## src/rtl/uart_pkg.sv

```systemverilog
// rtl/uart_pkg.sv - shared constants, FSM encoding and nibble-to-ASCII helper
package uart_pkg;

  localparam logic [7:0] CHR_0  = 8'h30;
  localparam logic [7:0] CHR_X  = 8'h78;
  localparam logic [7:0] CHR_A  = 8'h41;
  localparam logic [7:0] CHR_CR = 8'h0D;
  localparam logic [7:0] CHR_LF = 8'h0A;

  typedef logic [1:0] fsm_state_t;

  localparam fsm_state_t S_IDLE      = 2'd0;
  localparam fsm_state_t S_START     = 2'd1;
  localparam fsm_state_t S_WAIT_ACK  = 2'd2;
  localparam fsm_state_t S_WAIT_DONE = 2'd3;

  // Uppercase hex digit for one nibble
  function automatic logic [7:0] nibble_to_ascii(input logic [3:0] n);
    if (n < 4'd10) return CHR_0 + {4'd0, n};
    else           return CHR_A + {4'd0, n - 4'd10};
  endfunction

endpackage

```

## src/rtl/word_fifo.sv

```systemverilog
// rtl/word_fifo.sv - synchronous word FIFO with registered full flag
module word_fifo #(
  parameter  int WIDTH = 32,
  parameter  int DEPTH = 4,
  localparam int AW    = (DEPTH > 1) ? $clog2(DEPTH) : 1
) (
  input  logic             clk,
  input  logic             reset,
  input  logic             push,
  input  logic             pop,
  input  logic [WIDTH-1:0] din,
  output logic [WIDTH-1:0] dout,
  output logic [AW:0]      count,
  output logic             full,
  output logic             empty
);

  localparam logic [AW:0]   CNT_ONE   = (AW+1)'(1);
  localparam logic [AW:0]   DEPTH_CNT = (AW+1)'(DEPTH);
  localparam logic [AW-1:0] PTR_ONE   = AW'(1);

  logic [WIDTH-1:0] mem_q [DEPTH];
  logic [AW-1:0]    wr_ptr_q, rd_ptr_q;
  logic [AW:0]      count_q, count_d;
  logic             full_q;
  logic             do_push, do_pop;

  // A push while full is refused even if a pop happens in the same cycle
  assign do_push = push && !full_q;
  assign do_pop  = pop && (count_q != '0);

  // Next occupancy from accepted push/pop
  always_comb begin
    count_d = count_q;
    if (do_push && !do_pop)      count_d = count_q + CNT_ONE;
    else if (!do_push && do_pop) count_d = count_q - CNT_ONE;
  end

  // Pointers, occupancy and the registered full flag
  always_ff @(posedge clk) begin
    if (reset) begin
      wr_ptr_q <= '0;
      rd_ptr_q <= '0;
      count_q  <= '0;
      full_q   <= 1'b0;
    end else begin
      if (do_push) wr_ptr_q <= wr_ptr_q + PTR_ONE;
      if (do_pop)  rd_ptr_q <= rd_ptr_q + PTR_ONE;
      count_q <= count_d;
      full_q  <= (count_d == DEPTH_CNT);
    end
  end

  // Storage array; contents are don't-care while empty so no reset needed
  always_ff @(posedge clk) begin
    if (do_push) mem_q[wr_ptr_q] <= din;
  end

  assign dout  = mem_q[rd_ptr_q];
  assign count = count_q;
  assign full  = full_q;
  assign empty = (count_q == '0);

endmodule

```

## src/rtl/uart_hex_printer.sv

```systemverilog
// rtl/uart_hex_printer.sv - prints buffered 32-bit words as ASCII hex lines over a byte UART
module uart_hex_printer
  import uart_pkg::*;
#(
  parameter int DEPTH       = 4,
  parameter int PREFIX_EN   = 1,
  parameter int ACK_TIMEOUT = 15
) (
  input  logic        clk,
  input  logic        reset,
  input  logic        wr_en,
  input  logic [31:0] wr_data,
  output logic        full,
  output logic        idle,
  output logic [7:0]  drop_cnt,
  output logic        ack_err,
  output logic        tx_start,
  output logic [7:0]  tx_data,
  input  logic        tx_busy
);

  localparam int         AW        = (DEPTH > 1) ? $clog2(DEPTH) : 1;
  localparam int         PRE       = (PREFIX_EN != 0) ? 2 : 0;
  localparam int         NCHAR     = PRE + 10;
  localparam logic [3:0] LAST_IDX  = 4'(NCHAR - 1);
  localparam int         TW        = $clog2(ACK_TIMEOUT + 1);
  localparam logic [TW-1:0] TMO_LIMIT = TW'(ACK_TIMEOUT);
  localparam logic [TW-1:0] TMO_ONE   = TW'(1);

  fsm_state_t  state_q, state_d;
  logic [31:0] shadow_q, shadow_d;
  logic [3:0]  idx_q, idx_d;
  logic [TW-1:0] tmo_q, tmo_d;
  logic [7:0]  drop_q;
  logic        ack_err_q, ack_err_d;
  logic        tx_start_q;
  logic [7:0]  tx_data_q, tx_data_d;

  logic        fifo_pop;
  logic [31:0] fifo_dout;
  logic [AW:0] fifo_count;
  logic        fifo_full, fifo_empty;

  word_fifo #(
    .WIDTH(32),
    .DEPTH(DEPTH)
  ) u_fifo (
    .clk   (clk),
    .reset (reset),
    .push  (wr_en),
    .pop   (fifo_pop),
    .din   (wr_data),
    .dout  (fifo_dout),
    .count (fifo_count),
    .full  (fifo_full),
    .empty (fifo_empty)
  );

  // Character at position idx of the printed line: optional "0x", 8 digits MSB-first, CR LF
  function automatic logic [7:0] char_at(input logic [31:0] word, input logic [3:0] idx);
    logic [3:0]  k;
    logic [31:0] sh;
    k  = idx - 4'(PRE);
    sh = word >> {3'd7 - k[2:0], 2'b00};
    if (PRE != 0 && idx == 4'd0)      return CHR_0;
    else if (PRE != 0 && idx == 4'd1) return CHR_X;
    else if (k < 4'd8)                return nibble_to_ascii(sh[3:0]);
    else if (k == 4'd8)               return CHR_CR;
    else                              return CHR_LF;
  endfunction

  // Sequencer: tx_data is loaded on entry to START so it is already valid with the start pulse
  always_comb begin
    state_d   = state_q;
    shadow_d  = shadow_q;
    idx_d     = idx_q;
    tmo_d     = tmo_q;
    ack_err_d = ack_err_q;
    tx_data_d = tx_data_q;
    fifo_pop  = 1'b0;
    case (state_q)
      S_IDLE: begin
        if (!fifo_empty) begin
          fifo_pop  = 1'b1;
          shadow_d  = fifo_dout;
          idx_d     = 4'd0;
          tx_data_d = char_at(fifo_dout, 4'd0);
          state_d   = S_START;
        end
      end
      S_START: begin
        tmo_d   = '0;
        state_d = S_WAIT_ACK;
      end
      S_WAIT_ACK: begin
        if (tx_busy) begin
          state_d = S_WAIT_DONE;
        end else begin
          tmo_d = tmo_q + TMO_ONE;
          if (tmo_d == TMO_LIMIT) begin
            ack_err_d = 1'b1;
            state_d   = S_START;
          end
        end
      end
      S_WAIT_DONE: begin
        if (!tx_busy) begin
          if (idx_q == LAST_IDX) begin
            state_d = S_IDLE;
          end else begin
            idx_d     = idx_q + 4'd1;
            tx_data_d = char_at(shadow_q, idx_d);
            state_d   = S_START;
          end
        end
      end
      default: state_d = S_IDLE;
    endcase
  end

  // State, datapath registers and the saturating drop counter
  always_ff @(posedge clk) begin
    if (reset) begin
      state_q    <= S_IDLE;
      shadow_q   <= '0;
      idx_q      <= '0;
      tmo_q      <= '0;
      drop_q     <= '0;
      ack_err_q  <= 1'b0;
      tx_start_q <= 1'b0;
      tx_data_q  <= '0;
    end else begin
      state_q    <= state_d;
      shadow_q   <= shadow_d;
      idx_q      <= idx_d;
      tmo_q      <= tmo_d;
      ack_err_q  <= ack_err_d;
      tx_start_q <= (state_d == S_START);
      tx_data_q  <= tx_data_d;
      if (wr_en && fifo_full && drop_q != 8'hFF) drop_q <= drop_q + 8'd1;
    end
  end

  assign full     = fifo_full;
  assign idle     = (state_q == S_IDLE) && (fifo_count == '0);
  assign drop_cnt = drop_q;
  assign ack_err  = ack_err_q;
  assign tx_start = tx_start_q;
  assign tx_data  = tx_data_q;

endmodule
```

## config.mk

```make
export PLATFORM = sky130hd
export DESIGN_NAME = uart_hex_printer
export DESIGN_NICKNAME = d
export VERILOG_FILES = /design/src/rtl/uart_pkg.sv /design/src/rtl/word_fifo.sv /design/src/rtl/uart_hex_printer.sv
export SDC_FILE = /design/constraint.sdc
export NUM_CORES = 1
export LEC_CHECK = 0
export BUFFER_PORTS_ARGS = -buffer_cell sky130_fd_sc_hd__buf_4
export CAP_MARGIN = 30
export CORE_MARGIN = 4
export CORE_UTILIZATION = 60
export CTS_CLUSTER_DIAMETER = 100
export DETAILED_ROUTE_END_ITERATION = 16
export GPL_TIMING_DRIVEN = 0
export PLACE_DENSITY = 0.79
export SLEW_MARGIN = 20
export SYNTH_ARGS = -nofsm -noshare
export SYNTH_HDL_FRONTEND = slang
export SYNTH_SLANG_ARGS = --single-unit
```

## constraint.sdc

```tcl
create_clock -name clk -period 6.83 [get_ports clk]
set_input_delay 1.366 -clock clk [delete_from_list [all_inputs] [get_ports clk]]
set_output_delay 1.366 -clock clk [all_outputs]
set_load 0.01 [all_outputs]
```

# Yosys cells after proc, flatten, opt, wreduce, memory -nomap -nowiden
# Memory sizes are Yosys's and may differ from the RTL's. A register that Yosys moved wholly into a read port is not among the register bits.
# Cells that the tools add are included.
[word_totals]
reg_bits = 36
n_memories = 1
out_inout_bits = 20
inputBits = 36
ram_bits = 128
[mem_list]
columns = ["name", "words", "width", "read_ports", "rd_ports_with_merged_regs", "wr", "line", "text"]
rows = [
  ["u_fifo.mem_q", 4, 32, 1, 1, 1, "word_fifo.sv:22", "logic [WIDTH-1:0] mem_q [DEPTH];"],
]
[classes]
order_cmp = 2
eq_ne = 14
n_shift = 1
bitwise = 2
n_reduce_logical = 20
add_sub_neg = 12
muxes = 27
[op_table]
columns = ["cell", "count"]
rows = [
  ["8-bit two-way mux", 7],
  ["32-bit by 5-bit right shift with 4-bit output", 1],
  ["4-bit two-way mux", 4],
  ["4-bit case mux with 2 select lines", 2],
  ["8-bit case mux with 2 select lines", 1],
  ["4-bit == test, second input constant", 3],
  ["3-bit two-way mux", 3],
  ["4-bit by 1-bit adder with 4-bit output, second input constant", 2],
  ["7-bit by 4-bit adder with 8-bit output, first input constant", 1],
  ["8-bit by 1-bit adder with 8-bit output, second input constant", 1],
  ["4-bit < comparator, second input constant", 2],
  ["2-bit two-way mux", 4],
  ["2-bit != test, second input constant", 4],
  ["8-bit != test, second input constant", 1],
  ["2-bit case mux with 4 select lines", 1],
  ["6-bit by 4-bit adder with 7-bit output, first input constant", 1],
  ["1-bit logical AND", 7],
  ["1-bit two-way mux", 5],
  ["2-bit by 1-bit adder with 2-bit output, second input constant", 2],
  ["2-bit by 1-bit == test with 1-bit output, second input constant", 2],
  ["2-bit == test, second input constant", 2],
  ["4-bit by 1-bit == test with 1-bit output, second input constant", 1],
  ["4-bit zero test", 1],
  ["2-bit AND reduction", 2],
  ["14 further kinds", 18],
]

# Longest topological paths before layout
[logic_depth]
word_depth = 13
depth_mapped = 14
depth_no_buf = 11

# Modules after synthesis
# From an unflattened synthesis, not the netlist that was laid out.
[unflattened]
hier_cells = 569
hier_area_um2 = 8027.7
[modules_own_cells]
columns = ["mod", "cells_per_inst", "area_each_um2", "seq_area_each_um2", "instances"]
rows = [
  ["word_fifo", 231, 5177.5, 4043.9, 1],
  ["uart_hex_printer", 338, 2850.2, 1181.1, 1],
]

# Worst setup path before layout
# No wires, ideal clock.
[synth_timing]
kind = "flip-flop to flip-flop"
start = "register idx_q[0]"
end = "register tx_data_q[2], in the netlist tx_data[2]"
path_stages_with_launch = 15
setup_slack_ns = 3.789
arrival_ns = 2.908
path_cell_list = "dfxtp_1 buf_6 buf_6 inv_1 ha_1 ha_1 buf_6 mux4_2 mux2_4 inv_2 ha_1 o21ai_0 a21o_1 o211ai_1 a21oi_1"
[synth_between]
elab_chain_cells = 13
[synth_rtl]
columns = ["element", "line", "text"]
rows = [
  ["start, declared", "uart_hex_printer.sv:32", "logic [3:0] idx_q, idx_d;"],
  ["start signal, assigned", "uart_hex_printer.sv:135", "idx_q <= idx_d;"],
  ["4-bit by 1-bit adder with 4-bit output", "uart_hex_printer.sv:111", "idx_d = idx_q + 4'd1;"],
  ["4-bit by 2-bit subtractor with 4-bit output", "uart_hex_printer.sv:63", "k = idx - 4'(PRE);"],
  ["3-bit subtractor", "uart_hex_printer.sv:64", "sh = word >> {3'd7 - k[2:0], 2'b00};"],
  ["32-bit by 5-bit right shift with 4-bit output", "uart_hex_printer.sv:64", ""],
  ["4-bit subtractor", "uart_pkg.sv:20", "else return CHR_A + {4'd0, n - 4'd10};"],
  ["7-bit by 4-bit adder with 8-bit output", "uart_pkg.sv:20", ""],
  ["8-bit two-way mux", "uart_pkg.sv:19", "if (n < 4'd10) return CHR_0 + {4'd0, n};"],
  ["8-bit two-way mux", "uart_hex_printer.sv:67", "else if (k < 4'd8) return nibble_to_ascii(sh[3:0]);"],
  ["8-bit two-way mux", "uart_hex_printer.sv:66", "else if (PRE != 0 && idx == 4'd1) return CHR_X;"],
  ["8-bit two-way mux", "uart_hex_printer.sv:65", "if (PRE != 0 && idx == 4'd0) return CHR_0;"],
  ["8-bit two-way mux", "uart_hex_printer.sv:108", "if (idx_q == LAST_IDX) begin"],
  ["8-bit two-way mux", "uart_hex_printer.sv:107", "if (!tx_busy) begin"],
  ["8-bit case mux with 2 select lines", "uart_hex_printer.sv:81", "case (state_q)"],
  ["end signal, assigned", "uart_hex_printer.sv:139", "tx_data_q <= tx_data_d;"],
  ["end, declared", "uart_hex_printer.sv:37", "logic [7:0] tx_data_q, tx_data_d;"],
]
# Parallel ways exist; a longest one is shown, timed or not. The select of a mux whose other input is x is not followed.
# A chain may end at the register's enable or synchronous reset.

# Final worst setup path
[layout_timing]
start = "register idx_q[0]"
end = "register tx_data_q[1], in the netlist tx_data[1]"
# The elaborated chain is that of the path after synthesis.

==> results.txt <==
For met1 alone, demand over resource in global routing was 0.278. The number of global-route vias before repair is 4898. The initial antenna violation count is 0.

The number of optimization iterations in the first detailed-route pass came out at 5. The cell area reported after detailed placement came out at 8640 µm². The met2 usage is 0.386. The total overflow left after global routing is 0.

The number of setup buffers added after CTS is 0. The pin count of the biggest net entering global routing is 27. The leading cell type in the layout, fill and taps excluded is edfxtp_1. The multiplexer fraction of the synthesized cell area is 0.125. Sorting the synthesized cells by area gives the leading types as edfxtp_1 48%, dfxtp_1 17%, mux4_2 11%. The maximum root-to-sink buffer count came out at 2. For the finished layout, the period the worst path requires is 3.36 ns. Once placement completed, the tool counted placed cells totaling 794. The power density normalized to cell area is 368 nW/µm². The worst path setup slack after routing came out at 3.47 ns. The multi-input combinational cells in the finished layout cover a total of 2570 µm². The tool flagged a number of max-cap violations equal to 0. After floorplanning, the core was divided into 41 placement rows. Adding up every negative setup slack in the final design gives 0 ns. The sequential cell area fraction in the yosys report came out at 0.653.

The largest total area in the synthesized netlist belongs to edfxtp_1. The number of failing hold endpoints at the final stage is 0. The number of max-slew violations in the final report came out at 0. The count of flip-flops with a built-in enable after synthesis is 128.

The mapped cell area is 7940 µm². The initial utilization of the core area, before any placement, comes to 0.621. The number of sinks on the clock net came out at 195. The dominant combinational cell family by area after synthesis is multiplexers. The clock buffer count from CTS came out at 17. The global-route total usage across every layer came out at 0.226.

After global routing, the most crowded layer is met2. The complex-gate fraction of the synthesized area came out at 0.0627. The run finished with clean final reports.

The clock-pin transition on the worst setup and hold timing paths is 0.07 ns. The net count after synthesis is 616. The worst endpoint data arrival time is 3.66 ns. The synthesized-area fraction occupied by and/or/nand/nor cells is 0.0916. The share of post-route cells with drive strength above 1 is 0.228. The floorplan core area is 12800 µm². The actual slew at the worst max-slew pin is 0.740 ns. 56 I/O pins were placed. The filler cell count in the final layout came out at 801. TritonCTS built the clock tree. The number of register bits inferred by synthesis is 195. In the routed layout, each cell is associated on average with a via count of 5.79. Setup repair after global routing left no endpoint under its margin. The layout net count came out at 693.

The final wirelength is 15.7 mm. The number of unique standard cell types used by synthesis came out at 56. The type of origin of the critical path is a register. The adder-cell share of the synthesized area is 0.0252. Port buffering added 54 buffers.

A synthesized cell averages 14.1 µm². The total number of H-tree levels came out at 4. The static leakage is 3.21 nW.

The cts-stage hold buffer count is 0. The count of antenna-violating nets left after detailed routing is 0. The synthesized instance count came out at 564.

0 antenna diodes ended up in the layout. The worst hold path belongs to the class reg2reg. The worst supply voltage drop on vdd came out at 0.343 mV.

The total power of the final layout is 0.00341 W. Compared with the post-synthesis result, the final layout area differs by 16.6%. The required time of the critical path is 7.13 ns. The fraction of synthesized cell area taken by the top area cell type is 0.484. The overall via count from detail_route came out at 4780. The number of cells upsized or downsized after cts is 0. The wire length of the first global-routing pass is 25.3 mm. STA classifies the critical path endpoint as a register. The number of endpoints failing setup at the final stage is 0. The die extent in y came out at 123 µm. The placement-stage worst setup slack came out at 3.52 ns. Along the worst path, the maximum fanout reaches 10. By startpoint and endpoint, the worst setup path is classified as reg2reg. The insertion delay to the later sink of the worst-skew pair is 0.44 ns. The placer's final routability congestion estimate came out at 0.798. The achievable frequency is 298 MHz. The average detailed-routed wire length per instance came out at 19.1 µm. The final clock skew is 0.0108 ns. In the layout the commonest cells are 128 x edfxtp_1, 88 x nand2_1, 67 x dfxtp_1. The total of warnings raised by yosys came out at 0. The first routing iteration left 499 violations. Among all flip-flop cells after synthesis, the most frequent one is edfxtp_1. The worst slew margin relative to its limit is 0.507.

The share of flip-flops with an asynchronous set or reset came out at 0. The placed wire-length estimate is 10.4 mm. For this run, the number of standard cells in the final layout without fillers is 826. The clock tree root buffer cell is clkbuf_16. Once layout is done, the placed cells without fillers occupy 9250 µm². The x dimension of the die is 123 µm. The number of remaining DRC errors is 0.

The final cycle utilization of the critical path is 0.492. The die area came out at 15100 µm². Of the total synthesized cell area, the portion taken by XOR and XNOR cells is 0.0177. The met3 routing resource usage after global routing is 0.0544.

The sequential cell area came out at 5180 µm².
[per-layer routing]
metal / routed length [µm] / up-vias / part of all wire
met1: 6450 / 2387 / 0.41
li1: - / 2235 / -
met2: 8120 / 131 / 0.52
met4: 425 / 0 / 0.027
met5: 0 / - / 0
met3: 739 / 27 / 0.047
[stage by stage]
step / hold WS (ns) / utilization
after floorplan: 0.432 / -
after global placement: 0.446 / 0.670
after detailed placement: 0.450 / 0.677
after CTS: 0.460 / 0.724
after global routing: 0.472 / 0.724
final: 0.459 / 0.724
[path summary, 6_finish.rpt]
path / from / endpoint / slack (ns) / depth (start not counted)
hold / removal: shadow_q[19]$_SDFFE_PP0P_ / shadow_q[19]$_SDFFE_PP0P_ / 0.46 / 2
setup reg to reg: idx_q[0]$_SDFFE_PP0P_ / tx_data[1]$_SDFFE_PP0P_ / 3.47 / 12
hold reg to reg: shadow_q[19]$_SDFFE_PP0P_ / shadow_q[19]$_SDFFE_PP0P_ / 0.46 / 2
setup / recovery: idx_q[0]$_SDFFE_PP0P_ / tx_data[1]$_SDFFE_PP0P_ / 3.47 / 12
[cells in the mapped netlist (4+ instances only)]
library cell,count
xor2_1,6
xnor2_1,10
mux4_2,39
o21ai_0,6
nand2_1,88
inv_1,8
nor2_1,36
a21oi_1,46
nand2b_1,5
a31oi_1,5
nor2b_1,5
clkbuf_1,23
dfxtp_1,67
mux2_2,4
edfxtp_1,128
nand3_1,5
ha_1,16
and2_1,7
[worst max-delay path: stages (launching register included)]
cell and delay (ns):
dfxtp_1 0.39, buf_6 0.16, buf_6 0.15, inv_1 0.05, ha_1 0.37, ha_1 0.32
buf_6 0.14, mux4_2 0.50, mux2_4 0.32, inv_2 0.08, ha_1 0.23, o311ai_0 0.38
a21oi_1 0.12
[logic make-up (layout without fill, tap and decap cells)]
group / Yosys count / after routing
mux: 48 / 48
xor+xnor: 16 / 16
compound gates: 82 / 82
fa+ha+maj: 16 / 16
simple gates: 164 / 164
other cells: 1 / 1
flops: 195 / 195
buf+inv: 42 / 132
[registers in the layout, indices dropped and copies added (netlist names), 3 cells and up]
name / cells
u_fifo.count: 3
tmo_q: 4
u_fifo.mem_q: 128
drop_cnt: 8
shadow_q: 32
idx_q: 4
tx_data: 7
[area by class of cell]
cell class                      instances  share of cell area
Buffer                                 33              0.0166
Clock buffer                           18              0.0464
Clock inverter                         14              0.0197
Inverter                                9             0.00365
Multi-Input combinational cell        327               0.278
Sequential cell                       195               0.560
Tap cell                              172              0.0233
Timing Repair Buffer                   58              0.0525
[where the power goes]
group          internal, W  leakage (nW)  switching [W]  total [W]
clock network     0.000560         0.295       0.000473    0.00103
registers          0.00144          1.72      0.0000813    0.00152
logic             0.000355          1.20       0.000497   0.000852
total              0.00236          3.21        0.00105    0.00341
Power figures use the tool's default switching activity.
